## src/rtl/fmmu_pkg.sv

```systemverilog
// rtl/fmmu_pkg.sv - FMMU command codes, config register map, type bits and FSM encoding
package fmmu_pkg;

  localparam logic [7:0] CMD_LRD = 8'h0A;
  localparam logic [7:0] CMD_LWR = 8'h0B;
  localparam logic [7:0] CMD_LRW = 8'h0C;

  localparam logic [3:0] REG_LOG_START0 = 4'h0;
  localparam logic [3:0] REG_LOG_START1 = 4'h1;
  localparam logic [3:0] REG_LOG_START2 = 4'h2;
  localparam logic [3:0] REG_LOG_START3 = 4'h3;
  localparam logic [3:0] REG_LOG_LEN0   = 4'h4;
  localparam logic [3:0] REG_LOG_LEN1   = 4'h5;
  localparam logic [3:0] REG_PHYS0      = 4'h8;
  localparam logic [3:0] REG_PHYS1      = 4'h9;
  localparam logic [3:0] REG_TYPE       = 4'hB;
  localparam logic [3:0] REG_ENABLE     = 4'hC;

  localparam int TYPE_RD_BIT = 0;
  localparam int TYPE_WR_BIT = 1;

  typedef enum logic [1:0] {
    ST_IDLE = 2'd0,
    ST_DATA = 2'd1,
    ST_DONE = 2'd2
  } fmmu_state_e;

  function automatic logic is_logical(input logic [7:0] cmd);
    return (cmd == CMD_LRD) || (cmd == CMD_LWR) || (cmd == CMD_LRW);
  endfunction

endpackage

```

## src/rtl/fmmu_channel.sv

```systemverilog
// rtl/fmmu_channel.sv - one FMMU channel: config registers plus window match and address translation
module fmmu_channel import fmmu_pkg::*; #(
  parameter int CH_IDX = 0,
  parameter int BUS_AW = 16
) (
  input  logic              clk,
  input  logic              rst,
  input  logic              cfg_wr,
  input  logic [7:0]        cfg_addr,
  input  logic [7:0]        cfg_wdata,
  input  logic [31:0]       la,
  output logic              hit,
  output logic              hit_rd,
  output logic              hit_wr,
  output logic [BUS_AW-1:0] phys_addr
);

  logic [31:0] log_start_q, log_start_d;
  logic [15:0] log_len_q, log_len_d;
  logic [15:0] phys_start_q, phys_start_d;
  logic [1:0]  type_q, type_d;
  logic        enable_q, enable_d;
  logic [31:0] delta;

  // Byte-wide config writes addressed to this channel; unmapped offsets are dropped.
  always_comb begin
    log_start_d  = log_start_q;
    log_len_d    = log_len_q;
    phys_start_d = phys_start_q;
    type_d       = type_q;
    enable_d     = enable_q;
    if (cfg_wr && (cfg_addr[7:4] == 4'(CH_IDX))) begin
      case (cfg_addr[3:0])
        REG_LOG_START0: log_start_d[7:0]   = cfg_wdata;
        REG_LOG_START1: log_start_d[15:8]  = cfg_wdata;
        REG_LOG_START2: log_start_d[23:16] = cfg_wdata;
        REG_LOG_START3: log_start_d[31:24] = cfg_wdata;
        REG_LOG_LEN0:   log_len_d[7:0]     = cfg_wdata;
        REG_LOG_LEN1:   log_len_d[15:8]    = cfg_wdata;
        REG_PHYS0:      phys_start_d[7:0]  = cfg_wdata;
        REG_PHYS1:      phys_start_d[15:8] = cfg_wdata;
        REG_TYPE:       type_d             = cfg_wdata[1:0];
        REG_ENABLE:     enable_d           = cfg_wdata[0];
        default: ;
      endcase
    end
  end

  // Config register file; reset leaves the channel disabled with an empty window.
  always_ff @(posedge clk) begin
    if (rst) begin
      log_start_q  <= '0;
      log_len_q    <= '0;
      phys_start_q <= '0;
      type_q       <= '0;
      enable_q     <= 1'b0;
    end else begin
      log_start_q  <= log_start_d;
      log_len_q    <= log_len_d;
      phys_start_q <= phys_start_d;
      type_q       <= type_d;
      enable_q     <= enable_d;
    end
  end

  // Modular distance into the window, so a window straddling 2^32 still matches.
  assign delta     = la - log_start_q;
  assign hit       = enable_q && (log_len_q != 16'h0) && (delta < {16'h0, log_len_q});
  assign hit_rd    = hit && type_q[TYPE_RD_BIT];
  assign hit_wr    = hit && type_q[TYPE_WR_BIT];
  assign phys_addr = BUS_AW'({16'h0, phys_start_q} + delta);

endmodule

```

## src/rtl/fmmu_mapper.sv

```systemverilog
// rtl/fmmu_mapper.sv - N-channel FMMU mapping logical datagram bytes onto the physical bus
module fmmu_mapper import fmmu_pkg::*; #(
  parameter int NUM_FMMU = 8,
  parameter int LEN_W    = 11,
  parameter int BUS_AW   = 16
) (
  input  logic              rxc,
  input  logic              RST,
  input  logic              dgram_start,
  input  logic [7:0]        sub_command,
  input  logic [31:0]       sub_address,
  input  logic [LEN_W-1:0]  sub_len,
  input  logic              rx_valid,
  input  logic [7:0]        rx_data,
  input  logic [7:0]        bus_data_in,
  input  logic              cfg_wr,
  input  logic [7:0]        cfg_addr,
  input  logic [7:0]        cfg_wdata,
  output logic              tx_valid,
  output logic [7:0]        tx_data,
  output logic              bus_rd,
  output logic              bus_wr,
  output logic [BUS_AW-1:0] bus_address,
  output logic [7:0]        bus_data_out,
  output logic              busy,
  output logic              wkc_valid,
  output logic [1:0]        wkc_inc
);

  fmmu_state_e       state_q, state_d;
  logic [7:0]        cmd_q, cmd_d;
  logic [31:0]       addr_q, addr_d;
  logic [LEN_W-1:0]  len_q, len_d;
  logic [LEN_W-1:0]  off_q, off_d;
  logic              rd_flag_q, rd_flag_d;
  logic              wr_flag_q, wr_flag_d;
  logic              tx_valid_q, tx_valid_d;
  logic [7:0]        tx_byte_q, tx_byte_d;
  logic              tx_sel_bus_q, tx_sel_bus_d;

  logic [31:0]       la;
  logic [NUM_FMMU-1:0] ch_hit, ch_rd, ch_wr;
  logic [BUS_AW-1:0] ch_addr [NUM_FMMU];
  logic              sel_rd, sel_wr;
  logic [BUS_AW-1:0] sel_addr;
  logic              accept, need_rd, need_wr, rd_now, wr_now;

  assign la = addr_q + 32'(off_q);

  for (genvar g = 0; g < NUM_FMMU; g++) begin : g_ch
    fmmu_channel #(.CH_IDX(g), .BUS_AW(BUS_AW)) u_ch (
      .clk       (rxc),
      .rst       (RST),
      .cfg_wr    (cfg_wr),
      .cfg_addr  (cfg_addr),
      .cfg_wdata (cfg_wdata),
      .la        (la),
      .hit       (ch_hit[g]),
      .hit_rd    (ch_rd[g]),
      .hit_wr    (ch_wr[g]),
      .phys_addr (ch_addr[g])
    );
  end

  // Lowest-index window hit owns the byte; type bits of that channel alone decide access.
  always_comb begin
    sel_rd   = 1'b0;
    sel_wr   = 1'b0;
    sel_addr = '0;
    for (int n = NUM_FMMU - 1; n >= 0; n--) begin
      if (ch_hit[n]) begin
        sel_rd   = ch_rd[n];
        sel_wr   = ch_wr[n];
        sel_addr = ch_addr[n];
      end
    end
  end

  // A byte arriving alongside a new header belongs to no datagram and is not mapped.
  assign accept  = (state_q == ST_DATA) && rx_valid && !dgram_start;
  assign need_rd = (cmd_q == CMD_LRD) || (cmd_q == CMD_LRW);
  assign need_wr = (cmd_q == CMD_LWR) || (cmd_q == CMD_LRW);
  assign rd_now  = accept && sel_rd && need_rd;
  assign wr_now  = accept && sel_wr && need_wr;

  // Next state, header latch, offset walk and WKC flags; a new header always restarts.
  always_comb begin
    state_d   = state_q;
    cmd_d     = cmd_q;
    addr_d    = addr_q;
    len_d     = len_q;
    off_d     = off_q;
    rd_flag_d = rd_flag_q | rd_now;
    wr_flag_d = wr_flag_q | wr_now;
    case (state_q)
      ST_DATA: begin
        if (accept) begin
          off_d = off_q + LEN_W'(1);
          if ((off_q + LEN_W'(1)) == len_q) state_d = ST_DONE;
        end
      end
      default: state_d = ST_IDLE;
    endcase
    if (dgram_start) begin
      state_d = ST_IDLE;
      if (is_logical(sub_command)) begin
        cmd_d     = sub_command;
        addr_d    = sub_address;
        len_d     = sub_len;
        off_d     = '0;
        rd_flag_d = 1'b0;
        wr_flag_d = 1'b0;
        state_d   = (sub_len == '0) ? ST_DONE : ST_DATA;
      end
    end
    tx_valid_d   = rx_valid;
    tx_byte_d    = rx_data;
    tx_sel_bus_d = rd_now;
  end

  // State and pipeline registers.
  always_ff @(posedge rxc) begin
    if (RST) begin
      state_q      <= ST_IDLE;
      cmd_q        <= '0;
      addr_q       <= '0;
      len_q        <= '0;
      off_q        <= '0;
      rd_flag_q    <= 1'b0;
      wr_flag_q    <= 1'b0;
      tx_valid_q   <= 1'b0;
      tx_byte_q    <= '0;
      tx_sel_bus_q <= 1'b0;
    end else begin
      state_q      <= state_d;
      cmd_q        <= cmd_d;
      addr_q       <= addr_d;
      len_q        <= len_d;
      off_q        <= off_d;
      rd_flag_q    <= rd_flag_d;
      wr_flag_q    <= wr_flag_d;
      tx_valid_q   <= tx_valid_d;
      tx_byte_q    <= tx_byte_d;
      tx_sel_bus_q <= tx_sel_bus_d;
    end
  end

  assign bus_rd       = rd_now;
  assign bus_wr       = wr_now;
  assign bus_address  = (rd_now || wr_now) ? sel_addr : '0;
  assign bus_data_out = wr_now ? rx_data : 8'h00;
  assign tx_valid     = tx_valid_q;
  assign tx_data      = tx_sel_bus_q ? bus_data_in : tx_byte_q;
  assign busy         = (state_q != ST_IDLE);
  assign wkc_valid    = (state_q == ST_DONE) && !dgram_start;

  // WKC weighting: LRW counts a read as 1 and a write as 2.
  always_comb begin
    wkc_inc = 2'b00;
    if (wkc_valid) begin
      case (cmd_q)
        CMD_LRD: wkc_inc = {1'b0, rd_flag_q};
        CMD_LWR: wkc_inc = {1'b0, wr_flag_q};
        default: wkc_inc = {wr_flag_q, rd_flag_q};
      endcase
    end
  end

endmodule

```

## config.mk

```make
export PLATFORM = sky130hd
export DESIGN_NAME = fmmu_mapper
export DESIGN_NICKNAME = d
export VERILOG_FILES = /design/src/rtl/fmmu_pkg.sv /design/src/rtl/fmmu_channel.sv /design/src/rtl/fmmu_mapper.sv
export SDC_FILE = /design/constraint.sdc
export NUM_CORES = 2
export LEC_CHECK = 0
export BUFFER_PORTS_ARGS = -buffer_cell sky130_fd_sc_hd__buf_2
export CAP_MARGIN = 20
export CORE_MARGIN = 4
export CORE_UTILIZATION = 50
export DETAILED_ROUTE_END_ITERATION = 8
export PLACE_DENSITY = 0.65
export SYNTH_ARGS = -nofsm -noshare
export SYNTH_HDL_FRONTEND = slang
export SYNTH_SLANG_ARGS = --single-unit
```

## constraint.sdc

```tcl
create_clock -name rxc -period 25.2 [get_ports rxc]
set_clock_uncertainty 0.15 [all_clocks]
set_input_delay 3.78 -clock rxc [delete_from_list [all_inputs] [get_ports rxc]]
set_output_delay 3.78 -clock rxc [all_outputs]
set_load 0.05 [all_outputs]
```

# After elaboration in Yosys (flattened, before gate mapping)
# Index checks and enable logic that the tools add are counted.
dict set report totals {
  regBits 612
  wordCells 335
}
dict set report classes {
  order_cmp 8
  mux 43
  bitwise 2
  n_addsub 18
  n_eq_ne 27
  n_reduce_logical 147
}
# cell count
set ops {}
lappend ops {{32-bit by 16-bit less-than comparator with 1-bit output} 8}
lappend ops {{32-bit subtractor} 8}
lappend ops {{2-bit AND reduction} 82}
lappend ops {{16-bit two-way mux} 9}
lappend ops {{16-bit adder} 8}
lappend ops {{16-bit nonzero test} 8}
lappend ops {{8-bit by 4-bit == test with 1-bit output (second input constant)} 6}
lappend ops {{1-bit logical AND} 47}
lappend ops {{11-bit two-way mux} 4}
lappend ops {{32-bit by 11-bit adder with 32-bit output} 1}
lappend ops {{4-bit by 3-bit == test with 1-bit output (second input constant)} 6}
lappend ops {{1-bit two-way mux} 20}
lappend ops {{4-bit by 2-bit == test with 1-bit output (second input constant)} 4}
lappend ops {{4-bit == test (second input constant)} 4}
lappend ops {{8-bit two-way mux} 2}
lappend ops {{2-bit two-way mux} 7}
lappend ops {{11-bit by 1-bit adder with 11-bit output (second input constant)} 1}
lappend ops {{11-bit == test} 1}
lappend ops {{11-bit zero test} 1}
lappend ops {{4-bit by 1-bit == test with 1-bit output (second input constant)} 2}
lappend ops {{4-bit zero test} 2}
lappend ops {{1-bit logical OR} 5}
lappend ops {{2-bit case mux with 2 select lines} 1}
lappend ops {{3-bit by 2-bit inequality test with 1-bit output (second input constant)} 1}
lappend ops {{6 further kinds} 7}

# Depth between registers and ports, before layout
dict set report depth {
  ltp_word 18
  ltp_mapped 38
  ltp_nobuf 36
}

# Hierarchy
# A second synthesis with hierarchy kept.
dict set report unflattened {
  hier_cells 6308
  hier_area_um2 49980.4
}
# mod instances cells_each area_each_um2
set by_module_without_submodules {}
lappend by_module_without_submodules {{fmmu_channel at g_ch[0].u_ch} 1 718 5739.3}
lappend by_module_without_submodules {{fmmu_channel at g_ch[2].u_ch} 1 708 5589.1}
lappend by_module_without_submodules {{fmmu_channel at g_ch[4].u_ch} 1 718 5586.6}
lappend by_module_without_submodules {{fmmu_channel at g_ch[5].u_ch} 1 696 5572.8}
lappend by_module_without_submodules {{fmmu_channel at g_ch[3].u_ch} 1 697 5571.6}
lappend by_module_without_submodules {{fmmu_channel at g_ch[7].u_ch} 1 697 5564.1}
lappend by_module_without_submodules {{fmmu_channel at g_ch[1].u_ch} 1 684 5531.6}
lappend by_module_without_submodules {fmmu_mapper 1 721 5415.2}
lappend by_module_without_submodules {{fmmu_channel at g_ch[6].u_ch} 1 669 5410.2}

# Worst setup path after synthesis
# OpenSTA, ideal clock, no wires.
dict set report synth_path {
  path_type {register -> output}
  startpoint {register off_q[0]}
  endpoint {output bus_address[3]}
  path_stages_with_launch 36
  t_arrival_ps 8762
  path_slack_ps 12508
  required_time_ps 21270
  cell_sequence {dfxtp_1 -> ha_1 -> fa_1 -> a21o_1 -> a21oi_1 -> o21bai_1 -> a21oi_1 -> o21ai_0 -> a21oi_1 -> o21bai_1 -> a21oi_1 -> nor2b_1 -> o21ai_0 -> xnor2_1 -> ha_1 -> clkbuf_1 -> a21oi_1 -> o21ai_0 -> o21bai_1 -> nand2_1 -> xnor2_1 -> ha_1 -> nand4_1 -> nor3_1 -> a211o_1 -> or4_1 -> nor3_1 -> nand4_1 -> a2111oi_0 -> nor4b_1 -> and3_1 -> o21bai_1 -> a311o_1 -> a211oi_2 -> nor2b_4 -> nor4_1}
}
dict set report synth_between {
  elab_chain_len 17
}
# element line_no
set synth_rtl {}
lappend synth_rtl {{start: declaration} fmmu_mapper.sv:34} ;# logic [LEN_W-1:0] off_q, off_d;
lappend synth_rtl {{start signal: assignment} fmmu_mapper.sv:128} ;# off_q <= '0;
lappend synth_rtl {{start signal: assignment} fmmu_mapper.sv:139} ;# off_q <= off_d;
lappend synth_rtl {{32-bit by 11-bit adder with 32-bit output (*)} fmmu_mapper.sv:48} ;# assign la = addr_q + 32'(off_q);
lappend synth_rtl {{32-bit subtractor} fmmu_channel.sv:67} ;# assign delta = la - log_start_q;
lappend synth_rtl {{32-bit by 16-bit less-than comparator with 1-bit output} fmmu_channel.sv:68} ;# assign hit = enable_q && (log_len_q != 16'h0) && (delta < {16'h0, log_len_q});
lappend synth_rtl {{1-bit logical AND} fmmu_channel.sv:68}
lappend synth_rtl {{1-bit logical AND (on tied branches)} {fmmu_channel.sv:69, fmmu_channel.sv:70}}
lappend synth_rtl {{1-bit two-way mux (8 in series)} fmmu_mapper.sv:71} ;# if (ch_hit[n]) begin
lappend synth_rtl {{1-bit logical AND (on tied branches) (2 in series)} {fmmu_mapper.sv:83, fmmu_mapper.sv:84}}
lappend synth_rtl {{1-bit logical OR} fmmu_mapper.sv:150} ;# assign bus_address = (rd_now || wr_now) ? sel_addr : '0;
lappend synth_rtl {{16-bit two-way mux (*)} fmmu_mapper.sv:150}
lappend synth_rtl {{end: declaration} fmmu_mapper.sv:23} ;# output logic [BUS_AW-1:0] bus_address,
# Every way passes the cells marked *; elsewhere a longest branch is shown, timed or not.

# Worst setup path in the final report
dict set report layout_path {
  startpoint {register off_q[0]}
  endpoint {output bus_address[14]}
}
# The elaborated chain is that of the path after synthesis.

==> metrics.md <==
| Metric | Value |
|---|---|
| CTS max path bufs | 3 |
| Reg2reg setup slack | 14.44 ns |
| Hold buffer count at CTS | 0 |
| Critical path type | register to primary output |
| CP endpoint kind | primary output |
| Clk pwr share | 0.490 |
| Die Area | 99,800 um^2 |
| Rows | 112 |
| GR Overflow Total | 0 |
| # Max-Cap Violations | 0 |
| Final setup viols | 0 |
| Ratio of final minimum period to clock period | 0.6430 |
| Cells after Synth | 6,235 |
| Status | finished, final reports clean |
| Hold_ws | 0.3022 ns |
| P_int | 1.721 mW |
| Post-Syn Nets | 6,840 |
| Clock latency at the later pin of the worst-skew pair | 0.66 ns |
| Setup TNS | 0 ns |
| Final instance area | 51,990 um^2 |
| Antenna-violating nets left | 0 |
| Comb power frac | 0.095 |
| Total wire length | 171,300 um |
| # IOs | 127 |
| Initial antenna violation count | 12 |
| Hold endpoint | g_ch[0].u_ch.log_start_q[19]$_SDFFE_PP0P_ |
| Die Span X | 315.9 um |
| Core Area | 93,750 um^2 |
| CTS tree | done |
| Slowest stage cell on the critical path | a211oi_2 |
| Clock H-tree levels | 3 |
| Worst vdd ir | 0.00005571 V |
| Area Growth Syn to Fin | 9.671% |
| Sw frac | 0.2643 |
| Area occupied by multi-input gates | 32,420 um^2 |
| Synthesized flop and latch total | 612 |
| Vias in the first global route | 43.06k |
| Fraction of layout cells with a size suffix above 1 | 0.06865 |
| Worst slack at placement | 9.969 ns |
| Synth area leaders | dfxtp_1, ha_1, a21oi_1 |
| Leading area contributor after synthesis | dfxtp_1 |
| Clock slew at reported path FFs | 0.06 ns |
| Worst path max stage delay | 0.91 ns |
| Total GRT Usage | 0.3332 |
| Number of clock sinks | 612 |
| Initial Utilization | 0.5057 |
| Die height | 315.9 um |
| Final Hold Viols | 0 |
| FF/Latch Area | 12,250 um^2 |
| Placed Area | 49,360 um^2 |
| Critical path buffers and inverters | 2 |
| Iter 0 DRT Violations | 4,054 |
| Hold Path Stages | 2 |
| Worst-path fanout max | 15 |
| Final Max Slew Viols | 0 |
| Leakage | 21.13 nW |
| CTS resizes | 0 |
| Reg power frac | 0.415 |
| Unrepaired setup endpoints after global routing | false |
| Syn avg cell area | 7.603 um^2 |
| Slew @ Worst Pin | 1.177 ns |
| Crit-path most repeated cell | a21oi_1 |
| Fillcell total | 9,009 |
| Pin count of the biggest net entering global routing | 135 |
| FMAX | 61.71 MHz |
| Post-synth top area share | 0.2584 |
| FF-to-FF End | wr_flag_q$_SDFF_PP0_ |
| Drt first pass iters | 6 |
| HP Start | g_ch[0].u_ch.log_start_q[19]$_SDFFE_PP0P_ |
| Top_reg_cell synth | dfxtp_1 |
| First-pass GRT wire length | 256,700 um |
| Synth cell types | 102 |
| Number of flops mapped to enable cells by yosys | 0 |
| Nets | 6,837 |
| NetSw | 618.3 uW |
| Vias per cell | 6.030 |
| Total CTS buffers | 75 |
| R2R Path Start | off_q[0]$_SDFF_PP0_ |
| Final min period | 16.20 ns |
| Post-CTS Setup Bufs | 0 |
| Top delay family on crit path | compound AO/OA/AOI/OAI gates |
| Max transition margin | 0.2056 |
| Critical path launch point type | register |
| Seq/Total Area, Yosys | 0.2584 |
| WL/cell | 22.69 um |
| Setup slack after layout | 8.996 ns |
| CTS Root Cell | clkbuf_16 |
| Req. time, crit path | 21.27 ns |
| Ys async rst share | 0 |
| Synth warn | 0 |
| Hold Path Class | register to register |
| Critical Path AT | 12.27 ns |
| Routability Congestion | 0.9851 |
| Post-detail-place hpwl | 121,600 um |
| Reg2Reg Depth | 37 |
| P per Cell Area | 45.00 nW/um^2 |
| DR vias | 45.53k |
| Synthesized cell area | 47,410 um^2 |
| Post-route DRC | 0 |
| IO Port Bufs | 126 |
==> sequential cells by signal, indices dropped and copies added (netlist names) <==
| name | count |
|---|---|
| len_q | 11 |
| tx_valid | 1 |
| g_ch.u_ch.log_len_q | 128 |
| tx_byte_q | 8 |
| rd_flag_q | 1 |
| wr_flag_q | 1 |
| g_ch.u_ch.enable_q | 8 |
| addr_q | 32 |
| g_ch.u_ch.type_q | 16 |
| cmd_q | 8 |
| g_ch.u_ch.log_start_q | 256 |
| off_q | 11 |
| tx_sel_bus_q | 1 |
| state_q | 2 |
| g_ch.u_ch.phys_start_q | 128 |
==> cell usage in the layout (no fill, tap or decap), types with 16 or more instances in the layout <==
cell type	n
a211oi_1	45
a21boi_0	27
a21o_1	137
a21oi_1	669
a221oi_1	21
a31oi_1	37
and2_1	31
and3_1	41
buf_2	117
buf_4	80
clkbuf_16	77
clkbuf_8	19
dfxtp_1	612
fa_1	17
ha_1	500
inv_1	509
mux2_2	16
mux2i_1	286
nand2_1	668
nand2b_1	81
nand3_1	364
nand3b_1	17
nand4_1	75
nor2_1	558
nor2b_1	79
nor3_1	69
nor4_1	59
o211ai_1	36
o21a_1	63
o21ai_0	219
o21bai_1	36
o22ai_1	18
o31ai_1	30
or3_1	33
xnor2_1	197
xor2_1	96
==> worst max path at each step <==
stage	end	start	depth (start not counted)	slack, ns
detailed placement	bus_address[14]	off_q[0]$_SDFF_PP0_	38	9.97
global route	bus_address[14]	off_q[0]$_SDFF_PP0_	38	8.28
floorplan	bus_address[3]	off_q[0]$_SDFF_PP0_	35	12.51
finish	bus_address[14]	off_q[0]$_SDFF_PP0_	38	9.00
CTS	bus_address[14]	off_q[0]$_SDFF_PP0_	38	9.18
global placement	bus_address[14]	off_q[0]$_SDFF_PP0_	38	10.02
==> Yosys cell counts, types with 37 or more instances <==
library cell    n
nand2b_1       81
a21oi_1       669
xnor2_1       208
nor2b_1        79
o21a_1         63
a31oi_1        37
mux2i_1       286
nor4_1         60
and3_1         41
a21o_1        137
dfxtp_1       612
nor3_1         74
clkbuf_1      256
ha_1          500
xor2_1        100
nand3_1       364
nand2_1       668
inv_1         509
a211oi_1       45
o21ai_0       219
nand4_1        75
nor2_1        560
==> power by group through the flow <==
stage / Sequential [mW] / Clock [mW] / Combinational, mW
floorplan: 0.992 / 0 / 0.140
CTS: 0.971 / 1.16 / 0.218
finish: 0.971 / 1.15 / 0.223
global route: 0.970 / 1.20 / 0.237
global placement: 0.992 / 0 / 0.217
detailed placement: 0.992 / 0 / 0.217
==> per-stage QoR <==
step / cells / util / total power [mW]
2_1_floorplan: 6235 / - / 1.132
3_3_place_gp: 7405 / 0.5264 / 1.209
3_5_place_dp: 7406 / 0.5265 / 1.209
4_1_cts: 7544 / 0.5542 / 2.354
5_1_grt: 7547 / 0.5545 / 2.406
6_report: 7550 / 0.5546 / 2.340
==> logic make-up after synthesis <==
kind of cell             share of synthesized area
AO/OA/AOI/OAI                               0.2023
flip-flops                                  0.2584
AND/OR/NAND/NOR                             0.2152
XOR/XNOR                                   0.05783
adder cells (fa/ha/maj)                     0.1391
multiplexers                               0.06419
buffers and inverters                      0.06290
==> cell type report <==
class                   instances  area share
inverters                     509     0.03675
clock inverters                31    0.006955
multi-input cells            4833      0.6237
clock buffers                 107     0.04289
repair buffers                201     0.02375
flip-flops and latches        612      0.2357
well taps                    1254     0.03018
diodes                          3   0.0001444
==> per-layer routing <==
metal / routed length, um / vias to the layer above / GRT usage
met1: 72370 / 21440 / 0.4344
met2: 74130 / 1724 / 0.5184
met3: 14310 / 406 / 0.06967
li1: - / 21950 / -
met4: 10450 / 12 / 0.1761
met5: 78 / - / 0
==> worst reg2reg max path: cells and delay by family, from the launching register on <==
family / cells / cell delay (ns)
adders and majority gates: 4 / 1.32
and+or+nand+nor: 15 / 3.28
buffers and inverters: 1 / 0.33
AOI/OAI and AO/OA: 15 / 5.04
DFF: 1 / 0.37
xor gates and xnor gates: 2 / 0.23
Power figures use the tool's default switching activity.
